File: src/rtl/dtm_pkg.sv
// rtl/dtm_pkg.sv - debug-transport frame constants and host FSM encoding shared with the DTM side
package dtm_pkg;

    localparam logic [7:0] DTM_MAGIC = 8'h5A;

    localparam logic [2:0] IDX_MAGIC = 3'd0;
    localparam logic [2:0] IDX_ADDR  = 3'd1;
    localparam logic [2:0] IDX_D0    = 3'd2;
    localparam logic [2:0] IDX_D1    = 3'd3;
    localparam logic [2:0] IDX_D2    = 3'd4;
    localparam logic [2:0] IDX_D3    = 3'd5;
    localparam logic [2:0] IDX_CSUM  = 3'd6;

    typedef enum logic [1:0] {
        ST_IDLE     = 2'd0,
        ST_SEND     = 2'd1,
        ST_WAIT_RSP = 2'd2,
        ST_DONE     = 2'd3
    } host_state_t;

    function automatic logic [7:0] frame_byte(input logic [2:0] idx, input logic [7:0] hdr,
                                              input logic [31:0] data, input logic [7:0] csum);
        case (idx)
            IDX_MAGIC: return DTM_MAGIC;
            IDX_ADDR:  return hdr;
            IDX_D0:    return data[7:0];
            IDX_D1:    return data[15:8];
            IDX_D2:    return data[23:16];
            IDX_D3:    return data[31:24];
            default:   return csum;
        endcase
    endfunction

endpackage

File: src/rtl/dmi_frame_parser.sv
// rtl/dmi_frame_parser.sv - response frame parser: hunts for magic, collects addr, LE data and csum
module dmi_frame_parser
    import dtm_pkg::*;
(
    input  logic        clk,
    input  logic        resetn,
    input  logic        enable,
    input  logic        rx_valid,
    input  logic [7:0]  rx_data,
    input  logic [7:0]  exp_addr,
    output logic        done,
    output logic [31:0] data,
    output logic        csum_ok,
    output logic        addr_ok
);

    logic [2:0]  pos;
    logic [7:0]  acc;
    logic [7:0]  addr_q;
    logic [31:0] data_q;

    // Once past the hunt, a magic byte is ordinary payload; there is no resync.
    always_ff @(posedge clk) begin
        if (!resetn || !enable) begin
            pos    <= IDX_MAGIC;
            acc    <= 8'h00;
            addr_q <= 8'h00;
            data_q <= 32'h0;
        end else if (rx_valid) begin
            case (pos)
                IDX_MAGIC: begin
                    if (rx_data == DTM_MAGIC)
                        pos <= IDX_ADDR;
                end
                IDX_CSUM: begin
                    pos <= IDX_MAGIC;
                    acc <= 8'h00;
                end
                default: begin
                    pos <= pos + 3'd1;
                    acc <= acc ^ rx_data;
                    if (pos == IDX_ADDR)
                        addr_q <= rx_data;
                    else
                        data_q <= {rx_data, data_q[31:8]};
                end
            endcase
        end
    end

    assign done    = enable && rx_valid && (pos == IDX_CSUM);
    assign data    = data_q;
    assign csum_ok = (acc == rx_data);
    assign addr_ok = (addr_q == exp_addr);

endmodule

File: src/rtl/dmi_uart_host.sv
// rtl/dmi_uart_host.sv - DMI request to byte-stream frame host; read timeout under DMI_HOST_TIMEOUT_EN
module dmi_uart_host
    import dtm_pkg::*;
#(
    parameter int TIMEOUT_CYCLES = 1024
) (
    input  logic        clk,
    input  logic        resetn,
    input  logic        req_valid,
    output logic        req_ready,
    input  logic        req_write,
    input  logic [6:0]  req_addr,
    input  logic [31:0] req_wdata,
    output logic        rsp_valid,
    output logic        rsp_err,
    output logic [31:0] rsp_rdata,
    output logic        tx_valid,
    input  logic        tx_ready,
    output logic [7:0]  tx_data,
    input  logic        rx_valid,
    input  logic [7:0]  rx_data
);

    if (TIMEOUT_CYCLES < 1) begin : g_bad_timeout
        $error("TIMEOUT_CYCLES must be at least 1");
    end

    host_state_t state, state_d;

    logic        wr_q;
    logic [6:0]  addr_q;
    logic [31:0] wdata_q;
    logic [2:0]  idx;
    logic [2:0]  idx_nxt;
    logic [7:0]  csum;
    logic [7:0]  byte_nxt;
    logic        err_q;
    logic [31:0] rdata_q;
    logic        accept;
    logic        tx_hs;
    logic        last_hs;
    logic        timeout;

    logic        p_done;
    logic [31:0] p_data;
    logic        p_csum_ok;
    logic        p_addr_ok;

    assign accept   = (state == ST_IDLE) && req_valid;
    assign tx_hs    = (state == ST_SEND) && tx_valid && tx_ready;
    assign last_hs  = tx_hs && (idx == IDX_CSUM);
    assign idx_nxt  = idx + 3'd1;
    assign byte_nxt = frame_byte(idx_nxt, {wr_q, addr_q}, wdata_q, csum);

`ifdef DMI_HOST_TIMEOUT_EN
    localparam int TW = $clog2(TIMEOUT_CYCLES + 1);
    logic [TW-1:0] tcnt;

    always_ff @(posedge clk) begin
        if (!resetn || state != ST_WAIT_RSP)
            tcnt <= '0;
        else
            tcnt <= tcnt + 1'b1;
    end

    assign timeout = (state == ST_WAIT_RSP) && (tcnt == TW'(TIMEOUT_CYCLES - 1));
`else
    assign timeout = 1'b0;
`endif

    always_ff @(posedge clk) begin
        if (!resetn)
            state <= ST_IDLE;
        else
            state <= state_d;
    end

    always_comb begin
        state_d   = state;
        req_ready = 1'b0;
        case (state)
            ST_IDLE: begin
                req_ready = 1'b1;
                if (req_valid)
                    state_d = ST_SEND;
            end
            ST_SEND: begin
                if (last_hs)
                    state_d = wr_q ? ST_DONE : ST_WAIT_RSP;
            end
            ST_WAIT_RSP: begin
                if (p_done || timeout)
                    state_d = ST_DONE;
            end
            ST_DONE: state_d = ST_IDLE;
            default: state_d = ST_IDLE;
        endcase
    end

    // The next byte is loaded on the handshake edge so tx_valid can stay high back-to-back.
    always_ff @(posedge clk) begin
        if (!resetn) begin
            wr_q     <= 1'b0;
            addr_q   <= 7'h0;
            wdata_q  <= 32'h0;
            idx      <= IDX_MAGIC;
            csum     <= 8'h00;
            tx_valid <= 1'b0;
            tx_data  <= 8'h00;
        end else if (accept) begin
            wr_q     <= req_write;
            addr_q   <= req_addr;
            wdata_q  <= req_wdata;
            idx      <= IDX_MAGIC;
            csum     <= 8'h00;
            tx_valid <= 1'b1;
            tx_data  <= DTM_MAGIC;
        end else if (tx_hs) begin
            if (idx == IDX_CSUM) begin
                tx_valid <= 1'b0;
            end else begin
                idx     <= idx_nxt;
                tx_data <= byte_nxt;
                if (idx_nxt != IDX_CSUM)
                    csum <= csum ^ byte_nxt;
            end
        end
    end

    always_ff @(posedge clk) begin
        if (!resetn) begin
            err_q   <= 1'b0;
            rdata_q <= 32'h0;
        end else if (last_hs && wr_q) begin
            err_q   <= 1'b0;
            rdata_q <= 32'h0;
        end else if (state == ST_WAIT_RSP && p_done) begin
            err_q   <= !(p_csum_ok && p_addr_ok);
            rdata_q <= (p_csum_ok && p_addr_ok) ? p_data : 32'h0;
        end else if (timeout) begin
            err_q   <= 1'b1;
            rdata_q <= 32'h0;
        end
    end

    dmi_frame_parser u_parser (
        .clk      (clk),
        .resetn   (resetn),
        .enable   (state == ST_WAIT_RSP),
        .rx_valid (rx_valid),
        .rx_data  (rx_data),
        .exp_addr ({1'b0, addr_q}),
        .done     (p_done),
        .data     (p_data),
        .csum_ok  (p_csum_ok),
        .addr_ok  (p_addr_ok)
    );

    assign rsp_valid = (state == ST_DONE);
    assign rsp_err   = rsp_valid && err_q;
    assign rsp_rdata = rsp_valid ? rdata_q : 32'h0;

endmodule

File: config.mk
export PLATFORM = sky130hd
export DESIGN_NAME = dmi_uart_host
export DESIGN_NICKNAME = d
export VERILOG_FILES = /design/src/rtl/dtm_pkg.sv /design/src/rtl/dmi_frame_parser.sv /design/src/rtl/dmi_uart_host.sv
export SDC_FILE = /design/constraint.sdc
export NUM_CORES = 1
export LEC_CHECK = 0
export ABC_AREA = 1
export CELL_PAD_IN_SITES_DETAIL_PLACEMENT = 0
export CELL_PAD_IN_SITES_GLOBAL_PLACEMENT = 1
export CORE_MARGIN = 2
export CORE_UTILIZATION = 40
export CTS_CLUSTER_DIAMETER = 120
export DETAILED_ROUTE_END_ITERATION = 6
export PLACE_DENSITY = 0.79
export SLEW_MARGIN = 10
export SYNTH_ARGS = -nofsm -noshare
export SYNTH_HDL_FRONTEND = slang
export SYNTH_SLANG_ARGS = --single-unit
File: constraint.sdc
create_clock -name clk -period 4.3 [get_ports clk]
set_input_delay 0.645 -clock clk [delete_from_list [all_inputs] [get_ports clk]]
set_output_delay 0.645 -clock clk [all_outputs]
set_load 0.1 [all_outputs]
==> impl_metrics.csv, run 1 <==
group,metric,value,unit
timing,tns,0,ns
route,avgRoutedWirePerCell,13.07,um
hold_path,min_path_cells,2,
worst_setup_path,critical_path_class,"reg2out",
final_layout,syn_to_final_growth,25.26,%
worst_setup_path,crit_family,"adder cells",
synth,synthCells,904,
synth,synth.most_common_cell,"nor2_1",
clock_tree,ctsResizeCount,0,
synth,synth_cell_type_count,30,
hold_path,hp-class,"reg2reg",
clock_tree,cts_num_sinks,146,
hold_path,min_to,"rdata_q[1]",
timing,rsz0062_at_grt,"no",
synth,synthArstFlopShare,0,
timing,tightest_slew,1.095,ns
synth,seq_area_frac_synth,0.4564,
synth,yosys_warnings,0,
worst_setup_path,cp_cell_sequence,"ha_1 > nand2_1 > inv_1 > buf_4",
floorplan,die_height,130.5,um
hold_path,hp-start,"rdata_q[1]",
final_layout,drive_above_1_share,0.08735,
clock_tree,clk_latency,0.42,ns
synth,synth_edf_count,0,
worst_setup_path,required,3.65,ns
timing,drv_slew,0,
route,routed_via_density,4.772,
floorplan,fp.coreArea,0.01577,mm2
synth,ys.flop_type,"dfxtp_1",
grt,grt_pass1_vias,5348,
clock_tree,cts_tree,"yes",
route,wirelength,15840,um
worst_setup_path,reg2reg_to,"u_parser.data[20]",
grt,grt_pass1_wl,26320,um
worst_setup_path,cp_slowest_cell,"ha_1",
worst_setup_path,setup.worst_path.end_class,"primary output",
floorplan,die_area,0.01704,mm2
route,vias,5784,
synth,syn_avg_cell_area,7.084,um2
timing,setup_viol,0,
pwr,powerDensity,492.1,mW/mm2
synth,netlist_area,0.006404,mm2
synth,synthTopCellsByArea,"dfxtp_1 (46%), nor2_1 (9.8%), nand2_1 (9.6%), a21oi_1 (7.1%), o21ai_0 (6.3%)",
pwr,leakagePower,0.003529,uW
grt,antenna_found_initial,0,
status,status,"finished clean",
final_layout,antenna_cells,0,
floorplan,io_pins,97,
placed_design,gp_congestion,0.8462,
floorplan,rows,46,
worst_setup_path,crit_path_max_incr_delay,0.91,ns
timing,finClkSkew,0.007856,ns
timing,fmax,342.7,MHz
run,maxCapViolCount,0,
timing,hold_violations,0,
route,drt_iter0_markers,347,
synth,synth_nets,970,
grt,globalRouteTotalUtil,0.1971,
placed_design,dpl_cell_area,0.007401,mm2
clock_tree,hold_buffers,0,
grt,grt_overflow,0,
grt,grt_max_degree,46,
worst_setup_path,reg2reg_from,"state[0]",
clock_tree,cts_buffers,17,
timing,relSlewSlack,0.2697,
worst_setup_path,start_kind,"flop",
pwr,max-vdd-ir-drop,0.2925,mV
final_layout,final_area,0.008021,mm2
worst_setup_path,r2r_cells,6,
worst_setup_path,cp_max_fo,34,
clock_tree,root_buffer,"clkbuf_16",
route,drt-pass1-iter-count,5,
synth,synth_top_area_share,0.4564,
clock_tree,clk_pin_slew_worst_paths,0.06,ns
worst_setup_path,worst-endpoint-arrival,2.27,ns
route,drc_errors,0,
synth,ys_ff_latch,146,
placed_design,port_buffers,96,
worst_setup_path,reg2reg_slack,1.78,ns
clock_tree,ctsHtreeMaxLevel,4,
timing,period_needed,2.918,ns
final_layout,nNetsFinal,1049,
clock_tree,cts_max_path_buffers,2,
synth,synthTopCellsByCount,"nor2_1 (168), nand2_1 (164), dfxtp_1 (146)",
synth,yosysTopAreaCell,"dfxtp_1",
clock_tree,post_cts_buffers,0,
floorplan,start_util,0.4061,
placed_design,place_hpwl,10890,um
timing,finalCritPeriodShare,0.6785,
worst_setup_path,critPathBufInv,2,
route,ant_nets,0,
floorplan,die_width,130.5,um
==> report_power, final <==
| group | total, uW | switching (uW) | internal [uW] |
|---|---|---|---|
| Sequential | 1540 | 73.1 | 1470 |
| Clock | 1560 | 566 | 998 |
| Combinational | 840 | 594 | 246 |
==> registers in the layout, summed over array words and instances, names as in the netlist <==
register	count
u_parser.pos	3
u_parser.acc	8
wr_q	1
u_parser.addr_q	8
addr_q	7
csum	8
tx_data	8
tx_valid	1
rdata_q	32
state	2
u_parser.data	32
idx	3
wdata_q	32
err_q	1
==> tightest hold or removal path, stage by stage (launching register included) <==
cell     delay [ns]
dfxtp_1        0.30
nand2_1        0.06
a21oi_1        0.06
==> metal layers <==
| layer | wire length [um] | share of wire | global-route usage |
|---|---|---|---|
| met1 | 7527 | 0.48 | 0.2522 |
| met2 | 7487 | 0.47 | 0.3306 |
| met3 | 576 | 0.036 | 0.04397 |
| met4 | 250 | 0.016 | 0.06571 |
| met5 | 0 | 0 | 0 |
==> logic make-up (layout without fill, tap and decap cells) <==
logic type	after synthesis	count (layout)	share of synthesized area
buf+inv	131	223	0.08538
simple gates	420	420	0.2718
fa+ha+maj	13	13	0.02540
compound gates	183	183	0.1460
flops	146	146	0.4564
xor+xnor	11	11	0.01505
==> worst max-delay path by stage <==
| stage | start | endpoint | cells past startpoint |
|---|---|---|---|
| floorplan | state[0] | rsp_rdata[10] | 5 |
| global placement | resetn | u_parser.data[31] | 5 |
| detailed placement | resetn | u_parser.addr_q[7] | 5 |
| CTS | state[0] | rsp_rdata[28] | 4 |
| global route | state[0] | rsp_rdata[24] | 4 |
| finish | state[0] | rsp_rdata[28] | 4 |
==> cell type report <==
| cell class | count | area (um2) |
|---|---|---|
| Clock buffer | 22 | 464.2 |
| Clock inverter | 10 | 156.4 |
| Fill cell | 1651 | 7749 |
| Inverter | 86 | 324.1 |
| Multi-Input combinational cell | 627 | 2940 |
| Sequential cell | 146 | 2923 |
| Tap cell | 216 | 270.3 |
| Timing Repair Buffer | 105 | 943.4 |
==> layout by cell type, fill, tap and decap left out <==
cell,Yosys,final
clkinv_2,1,5
clkinv_4,0,1
nand2_2,3,3
nand4_1,13,13
nor2_4,1,1
inv_1,80,80
clkinvlp_4,0,1
o21ai_0,81,81
a21oi_1,91,91
bufinv_16,0,4
o21ai_2,0,1
o221ai_1,2,2
nor2_2,3,4
nor3_1,1,1
clkbuf_8,0,2
nand2_1,164,164
nor3_4,1,1
nand3_1,65,65
buf_4,1,43
clkdlybuf4s50_1,0,62
a22oi_1,1,1
o21bai_1,2,2
o22ai_1,1,1
nand3_4,1,1
nor2_1,168,167
clkinv_1,2,2
o21ai_1,4,3
xnor2_1,9,9
xor2_1,2,2
ha_1,13,13
clkbuf_1,34,3
inv_2,3,3
a211oi_1,1,1
dfxtp_1,146,146
clkbuf_16,0,17
==> stage by stage <==
| stage | cells | setup slack (ns) | total power (uW) | hold WS [ns] | utilization |
|---|---|---|---|---|---|
| final | 1212 | 1.382 | 3947 | 0.4648 | 0.5086 |
| after global routing | 1212 | 1.174 | 4150 | 0.4792 | 0.5086 |
| after CTS | 1212 | 1.325 | 3989 | 0.4668 | 0.5086 |
| after detailed placement | 1180 | 1.398 | 2423 | 0.4563 | 0.4693 |
| after global placement | 1180 | 1.426 | 2415 | 0.4565 | 0.4693 |
| after floorplan | 904 | 1.249 | 2165 | 0.4394 | - |
Note: power is estimated with default switching activity, not from simulation.
==> run 2: changes to the inputs <==
Settings changed: CORE_UTILIZATION 40 to 35, PLACE_DENSITY 0.79 to 0.73.
Clock period 4.3 ns to 2.4 ns, I/O delays scaled along.
==> impl_metrics.csv, run 2 (synthesis results as in run 1) <==
group,metric,value,unit
status,status,"finished clean",
hold_path,min_path_cells,2,
grt,antenna_found_initial,0,
floorplan,die_area,0.01939,mm2
worst_setup_path,reg2reg_from,"idx[0]",
route,routed_via_density,4.747,
route,vias,5881,
final_layout,syn_to_final_growth,35.54,%
clock_tree,cts_max_path_buffers,2,
worst_setup_path,reg2reg_to,"csum[7]",
timing,finClkSkew,0.008691,ns
timing,tns,0,ns
timing,relSlewSlack,0.6747,
grt,grt_max_degree,45,
timing,hold_violations,0,
grt,grt_pass1_vias,5543,
clock_tree,root_buffer,"clkbuf_16",
timing,tightest_slew,0.4829,ns
run,maxCapViolCount,0,
final_layout,final_core_util,0.4832,
worst_setup_path,r2r_cells,12,
pwr,leakagePower,0.003382,uW
clock_tree,cts_tree,"yes",
grt,grt_overflow,0,
floorplan,fp.coreArea,0.01796,mm2
grt,grt_pass1_wl,27850,um
floorplan,die_width,139.3,um
timing,drv_slew,0,
hold_path,hp-class,"reg2reg",
hold_path,hp-start,"rdata_q[18]",
timing,setup_viol,0,
timing,rsz0062_at_grt,"no",
floorplan,rows,49,
timing,fmax,475.6,MHz
timing,hold_slack,0.4653,ns
placed_design,place_hpwl,11970,um
clock_tree,ctsHtreeMaxLevel,4,
placed_design,port_buffers,96,
timing,period_needed,2.103,ns
clock_tree,clk_latency,0.42,ns
worst_setup_path,setup.worst_path.end_class,"primary output",
route,wirelength,16560,um
placed_design,gp_congestion,0.7902,
grt,globalRouteTotalUtil,0.1776,
clock_tree,cts_buffers,17,
hold_path,min_to,"rdata_q[18]",
worst_setup_path,cp_max_fo,34,
clock_tree,clk_pin_slew_worst_paths,0.06,ns
route,drc_errors,0,
placed_design,dp.cells,1208,
clock_tree,cts_num_sinks,146,
worst_setup_path,critical_path_class,"reg2out",
worst_setup_path,start_kind,"flop",
final_layout,final_common_cell,"nor2_1",
worst_setup_path,worst-endpoint-arrival,1.74,ns
placed_design,dp_slack,0.2986,ns
timing,finalCritPeriodShare,0.8762,
pwr,max-vdd-ir-drop,0.5365,mV
route,drt-pass1-iter-count,5,
final_layout,multi_input_area,0.002953,mm2
clock_tree,post_cts_buffers,0,
route,avgRoutedWirePerCell,13.36,um
floorplan,start_util,0.3565,
final_layout,layout_common_cells,"nor2_1 (167), nand2_1 (164), dfxtp_1 (146)",
floorplan,die_height,139.3,um
route,drt_iter0_markers,297,
clock_tree,hold_buffers,0,
final_layout,antenna_cells,0,
timing,setup_slack,0.2972,ns
final_layout,regArea,0.002923,mm2
final_layout,nFillCells,1819,
worst_setup_path,required,2.04,ns
worst_setup_path,reg2reg_slack,0.42,ns
final_layout,nNetsFinal,1064,
floorplan,io_pins,97,
route,ant_nets,0,
final_layout,instances_no_fill,1239,
final_layout,drive_above_1_share,0.1426,
pwr,powerDensity,809.1,mW/mm2
==> run 2: cell types whose count changed in the layout (fill, tap and decap cells not counted), sizes merged <==
cell,change
clkinvlp,+33
inv,-28
buf,+25
clkdlybuf4s50,-10
clkbuf,-3
clkinv,-2
bufinv,-1
==> run 2: final cells by class <==
| type | instances | share of cell area |
|---|---|---|
| multi-input combinational | 627 | 0.3402 |
| tap | 229 | 0.03301 |
| clock buffer | 19 | 0.05103 |
| clock inverter | 12 | 0.01802 |
| inverter | 86 | 0.05031 |
| timing repair buffer | 120 | 0.1707 |
| sequential | 146 | 0.3367 |
==> run 2: worst max-delay path by stage <==
| stage | startpoint | to | slack, ns | cells past startpoint |
|---|---|---|---|---|
| global placement | rx_data[3] | rdata_q[0] | 0.33 | 7 |
| floorplan | state[0] | tx_data[1] | 0.09 | 7 |
| CTS | state[0] | rsp_rdata[26] | 0.005 | 4 |
| finish | state[0] | rsp_rdata[26] | 0.30 | 4 |
| global route | state[0] | rsp_rdata[26] | 0.14 | 4 |
| detailed placement | rx_data[4] | rdata_q[18] | 0.30 | 7 |
==> run 2: what timing repair did <==
item                       CTS  global route
hold endpoints to repair     0             0
setup endpoints to repair    0            33
resized for setup            0             1
==> run 2: per-stage QoR <==
step                      total power (uW)  instance area, um2
final                                 7023                8680
after CTS                             7096                8670
after floorplan                       3881                6519
after detailed placement              4396                8070
after global placement                4391                8070
after global routing                  7401                8680
==> run 2: worst max-delay path, stage by stage (launching register included) <==
cell and delay [ns]:
dfxtp_1 0.46, ha_4 0.39, nand2_1 0.17, clkinvlp_4 0.11
buf_12 0.16
==> run 2: power breakdown <==
| part | switching [uW] | internal [uW] | total [uW] |
|---|---|---|---|
| sequential | 145 | 2630 | 2780 |
| combinational | 1080 | 468 | 1540 |
| clock | 1040 | 1660 | 2700 |
| total | 2260 | 4760 | 7020 |
==> run 2: metal layers <==
layer | track usage | up-vias | share of wire
met5 | 0 | - | 0
met4 | 0.05688 | 0 | 0.017
met3 | 0.03476 | 16 | 0.036
met2 | 0.3111 | 106 | 0.50
met1 | 0.2195 | 2651 | 0.44
li1 | - | 3108 | -
==> run 3: changes to the inputs <==
Settings changed: CORE_UTILIZATION 35 to 39, PLACE_DENSITY 0.73 to 0.77.
Clock period 2.4 ns to 2.3 ns, I/O delays scaled along.
==> impl_metrics.csv, run 3 (synthesis results as in run 1) <==
group,metric,value,unit
status,status,"finished clean",
floorplan,die_area,0.01746,mm2
run,maxCapViolCount,0,
worst_setup_path,reg2reg_slack,0.28,ns
pwr,power.total,7173,uW
final_layout,layout_common_cells,"nor2_1 (167), nand2_1 (164), dfxtp_1 (146)",
clock_tree,clk_latency,0.42,ns
clock_tree,cts_tree,"yes",
hold_path,hp-start,"rdata_q[25]",
worst_setup_path,required,1.96,ns
timing,finClkSkew,0.009145,ns
pwr,max-vdd-ir-drop,0.5473,mV
grt,grt_max_degree,42,
hold_path,min_path_cells,2,
clock_tree,ctsResizeCount,0,
placed_design,gp_congestion,0.8203,
floorplan,die_height,132.1,um
final_layout,instances_no_fill,1228,
worst_setup_path,reg2reg_from,"idx[0]",
grt,grt_overflow,0,
worst_setup_path,start_kind,"flop",
route,wirelength,16530,um
clock_tree,root_buffer,"clkbuf_16",
timing,drv_slew,0,
final_layout,drive_above_1_share,0.1453,
timing,period_needed,2.164,ns
floorplan,fp.coreArea,0.01594,mm2
grt,globalRouteTotalUtil,0.1936,
placed_design,port_buffers,96,
pwr,leakagePower,0.003367,uW
route,drt-pass1-iter-count,5,
route,routed_via_density,4.769,
clock_tree,cts_max_path_buffers,2,
timing,hold_slack,0.4637,ns
grt,antenna_found_initial,0,
worst_setup_path,cp_max_fo,34,
route,drt_iter0_markers,306,
route,drc_errors,0,
final_layout,final_common_cell,"nor2_1",
timing,finalCritPeriodShare,0.9408,
route,ant_nets,0,
clock_tree,cts_num_sinks,146,
grt,grt_pass1_wl,27270,um
clock_tree,cts_buffers,17,
worst_setup_path,reg2reg_to,"csum[1]",
worst_setup_path,worst-endpoint-arrival,1.82,ns
hold_path,min_to,"rdata_q[25]",
final_layout,antenna_cells,0,
clock_tree,post_cts_buffers,0,
placed_design,dp_slack,0.2123,ns
grt,grt_pass1_vias,5510,
final_layout,nFillCells,1611,
timing,hold_violations,0,
floorplan,io_pins,97,
worst_setup_path,r2r_cells,11,
route,avgRoutedWirePerCell,13.46,um
final_layout,syn_to_final_growth,34.62,%
hold_path,hp-class,"reg2reg",
timing,setup_slack,0.1361,ns
timing,fmax,462.1,MHz
clock_tree,clk_pin_slew_worst_paths,0.06,ns
pwr,powerDensity,832.0,mW/mm2
floorplan,start_util,0.4017,
timing,tns,0,ns
floorplan,die_width,132.1,um
worst_setup_path,setup.worst_path.end_class,"primary output",
route,vias,5856,
worst_setup_path,critical_path_class,"reg2out",
timing,setup_viol,0,
placed_design,dp.cells,1196,
placed_design,place_hpwl,12010,um
final_layout,nNetsFinal,1065,
clock_tree,ctsHtreeMaxLevel,4,
timing,relSlewSlack,0.6639,
floorplan,rows,46,
clock_tree,hold_buffers,0,
timing,rsz0062_at_grt,"no",
timing,tightest_slew,0.4989,ns
## run 3: power by group
group          total [uW]  internal (uW)  switching, uW
combinational        1620            497           1120
sequential           2900           2750            149
clock                2660           1530           1120
## run 3: metal layers
layer	vias up	track usage	part of all wire
li1	3087	-	-
met1	2649	0.2412	0.46
met2	101	0.3351	0.49
met3	19	0.03960	0.032
met4	0	0.06159	0.016
met5	-	0	0
## run 3: layout make-up
cell class                 count  area, um2  area share
clock buffer                  19      442.9     0.05138
clock inverter                13      126.4     0.01466
inverter                      86      436.7     0.05065
multi-input combinational    627       2945      0.3417
sequential                   146       2923      0.3390
tap                          216      270.3     0.03135
timing repair buffer         121       1476      0.1713
## run 3: worst max-delay path by stage
stage          slack (ns)  depth (start not counted)        from                 to
6_report             0.14                          5    state[0]       rsp_rdata[9]
4_1_cts              0.07                          5    state[0]      rsp_rdata[27]
5_1_grt             0.003                          5    state[0]      rsp_rdata[25]
3_5_place_dp         0.21                          8    rx_valid  u_parser.data[20]
3_3_place_gp         0.22                          7  rx_data[4]        rdata_q[30]
2_1_floorplan        0.04                          5    state[0]      rsp_rdata[10]
## run 3: worst max-delay path, stage by stage, from the launching register on
cell        delay, ns
dfxtp_1          0.42
ha_2             0.20
buf_4            0.32
nand2_1          0.16
clkinvlp_4       0.11
buf_12           0.17
## run 3: through the flow
stage / util / area, um2
finish: 0.5407 / 8621
global route: 0.5407 / 8621
CTS: 0.5407 / 8621
detailed placement: 0.5050 / 8051
global placement: 0.5050 / 8051
floorplan: - / 6521
==> RTL edit: new RTL, settings of run 1 <==
Re-encode `host_state_t` (4 states) as one-hot, 4 bits wide.
--- a/src/rtl/dtm_pkg.sv
+++ b/src/rtl/dtm_pkg.sv
@@ -13,7 +13,7 @@
 
-    typedef enum logic [1:0] {
-        ST_IDLE     = 2'd0,
-        ST_SEND     = 2'd1,
-        ST_WAIT_RSP = 2'd2,
-        ST_DONE     = 2'd3
+    typedef enum logic [3:0] {
+        ST_IDLE     = 4'b0001,
+        ST_SEND     = 4'b0010,
+        ST_WAIT_RSP = 4'b0100,
+        ST_DONE     = 4'b1000
     } host_state_t;
Formal check against the unedited RTL: no difference found for any inputs over 4 cycles, from zero or initial values and one cycle with resetn low; so few cycles prove little.
==> RTL edit against run 1 <==
Maximum frequency fell by 4.4%. Worst setup slack got worse by 0.13 ns. Area after synthesis grew 3.9%. Total power is 8.1% lower. Sequential cell count up 2. Cell area grew 2.9%. Wire length increased by 3.9%. Die area grew 3.8%. Worst hold slack worse by 0.012 ns. Largest power group is now sequential cells.
==> RTL edit: results (changes against run 1) <==
status finished, final reports clean; instance area at placement 7665 µm² (+3.6%); number of fill cells 1,706 (+3.3%); Final WS setup 1.248 ns (-0.1345 ns); drt total wl 16.46 mm (+3.9%); smallest hold slack 0.4524 ns (-0.01235 ns); Min-Delay Endpoint wdata_q[13]$_SDFFE_PN0P_; Unique masters post-synth 32 (+6.7%); part of the Yosys area used for sequential elements 44.52% (-1.1 points); Post-synth top cells 181 x nand2_1, 148 x dfxtp_1, 144 x a21oi_1; initial antenna violation count 0 (unchanged); Final nets 1,094 (+4.3%); Max VDD drop 0.0002961 V (+1.2%); largest net degree at the start of global routing 42 (-8.7%); worst setup path end req_ready; Routability Congestion 0.8186 (-3.3%); Crit Path Max Fanout 3 (-91%); vias in the first global route 5,526 (+3.3%); dpl cells 1,233 (+4.5%); crit-path max cell delay 1.23 ns (+0.32 ns); crit path from state[2]$_SDFFE_PN0P_; Post-Syn Nets 1,015 (+4.6%); Slowest cell on crit path clkdlybuf4s50_1; first-pass GRT wire length 27.92 mm (+6.1%); ratio of cells with drive above 1 in the final layout 9.665% (+0.93 points); Synth area leaders dfxtp_1 45%, a21oi_1 11%, nand2_1 10%, nor2_1 6.9%, inv_1 6.5%; FF-to-FF Start u_parser.pos[0]$_SDFFE_PP0P_; Worst Skew 0.007651 ns (-0.0002046 ns); DP HPWL 11.45 mm (+5.1%); drt first-iter violations 362 (+4.3%); filler-free cell count of the finished design 1,265 (+4.4%); pre-CTS setup slack 1.670 ns (+0.2722 ns); cell family with most CP delay buffers and inverters; Switch Pwr 1.064 mW (-14%); hold wc startpoint wdata_q[13]$_SDFFE_PN0P_; R2R depth 9 (+3); R2R setup slack 2.12 ns (+0.34 ns); WP data arrival 2.41 ns (+0.14 ns); vias 6,013 (+4.0%); Mapped Cells 953 (+5.4%)
RTL edit: cell types whose count changed after synthesis, sizes merged, moves of 9 or more:
cell	delta
nor2	-44
nor3	+10
o21ai	-23
nand2	+20
a21oi	+53
inv	+40
clkbuf	-9
buf	+10
RTL edit: layout make-up:
| type | count | area (µm²) | area share, % |
|---|---|---|---|
| multi-input cells | 636 | 3012 | 36.48 |
| well taps | 220 | 275.3 | 3.334 |
| clock buffers | 24 | 491.7 | 5.956 |
| clock inverters | 8 | 98.84 | 1.197 |
| repair buffers | 106 | 953.4 | 11.55 |
| flip-flops and latches | 148 | 2963 | 35.89 |
| inverters | 123 | 461.7 | 5.593 |
RTL edit: cell families (layout without fill, tap and decap cells):
group / after synthesis / count (layout) / synth area share [%]
adder cells (fa/ha/maj): 9 / 9 / 1.692
flip-flops: 148 / 148 / 44.52
XOR/XNOR: 15 / 15 / 1.974
AO/OA/AOI/OAI: 211 / 211 / 16.11
AND/OR/NAND/NOR: 401 / 401 / 25.32
buffers and inverters: 169 / 261 / 10.38
RTL edit: power groups by stage:
stage | sequential, mW | clock (mW) | combinational, mW
3_5_place_dp | 1.55 | 0 | 0.639
3_3_place_gp | 1.55 | 0 | 0.636
5_1_grt | 1.53 | 1.56 | 0.700
6_report | 1.52 | 1.47 | 0.632
4_1_cts | 1.52 | 1.51 | 0.642
2_1_floorplan | 1.61 | 0 | 0.391
RTL edit: per-layer routing:
metal / GRT usage, % / vias to the layer above / wire, µm
li1: - / 3204 / -
met1: 28.80 / 2703 / 8558
met2: 28.84 / 98 / 7143
met3: 4.100 / 8 / 628
met4: 5.556 / 0 / 133
met5: 0 / - / 0
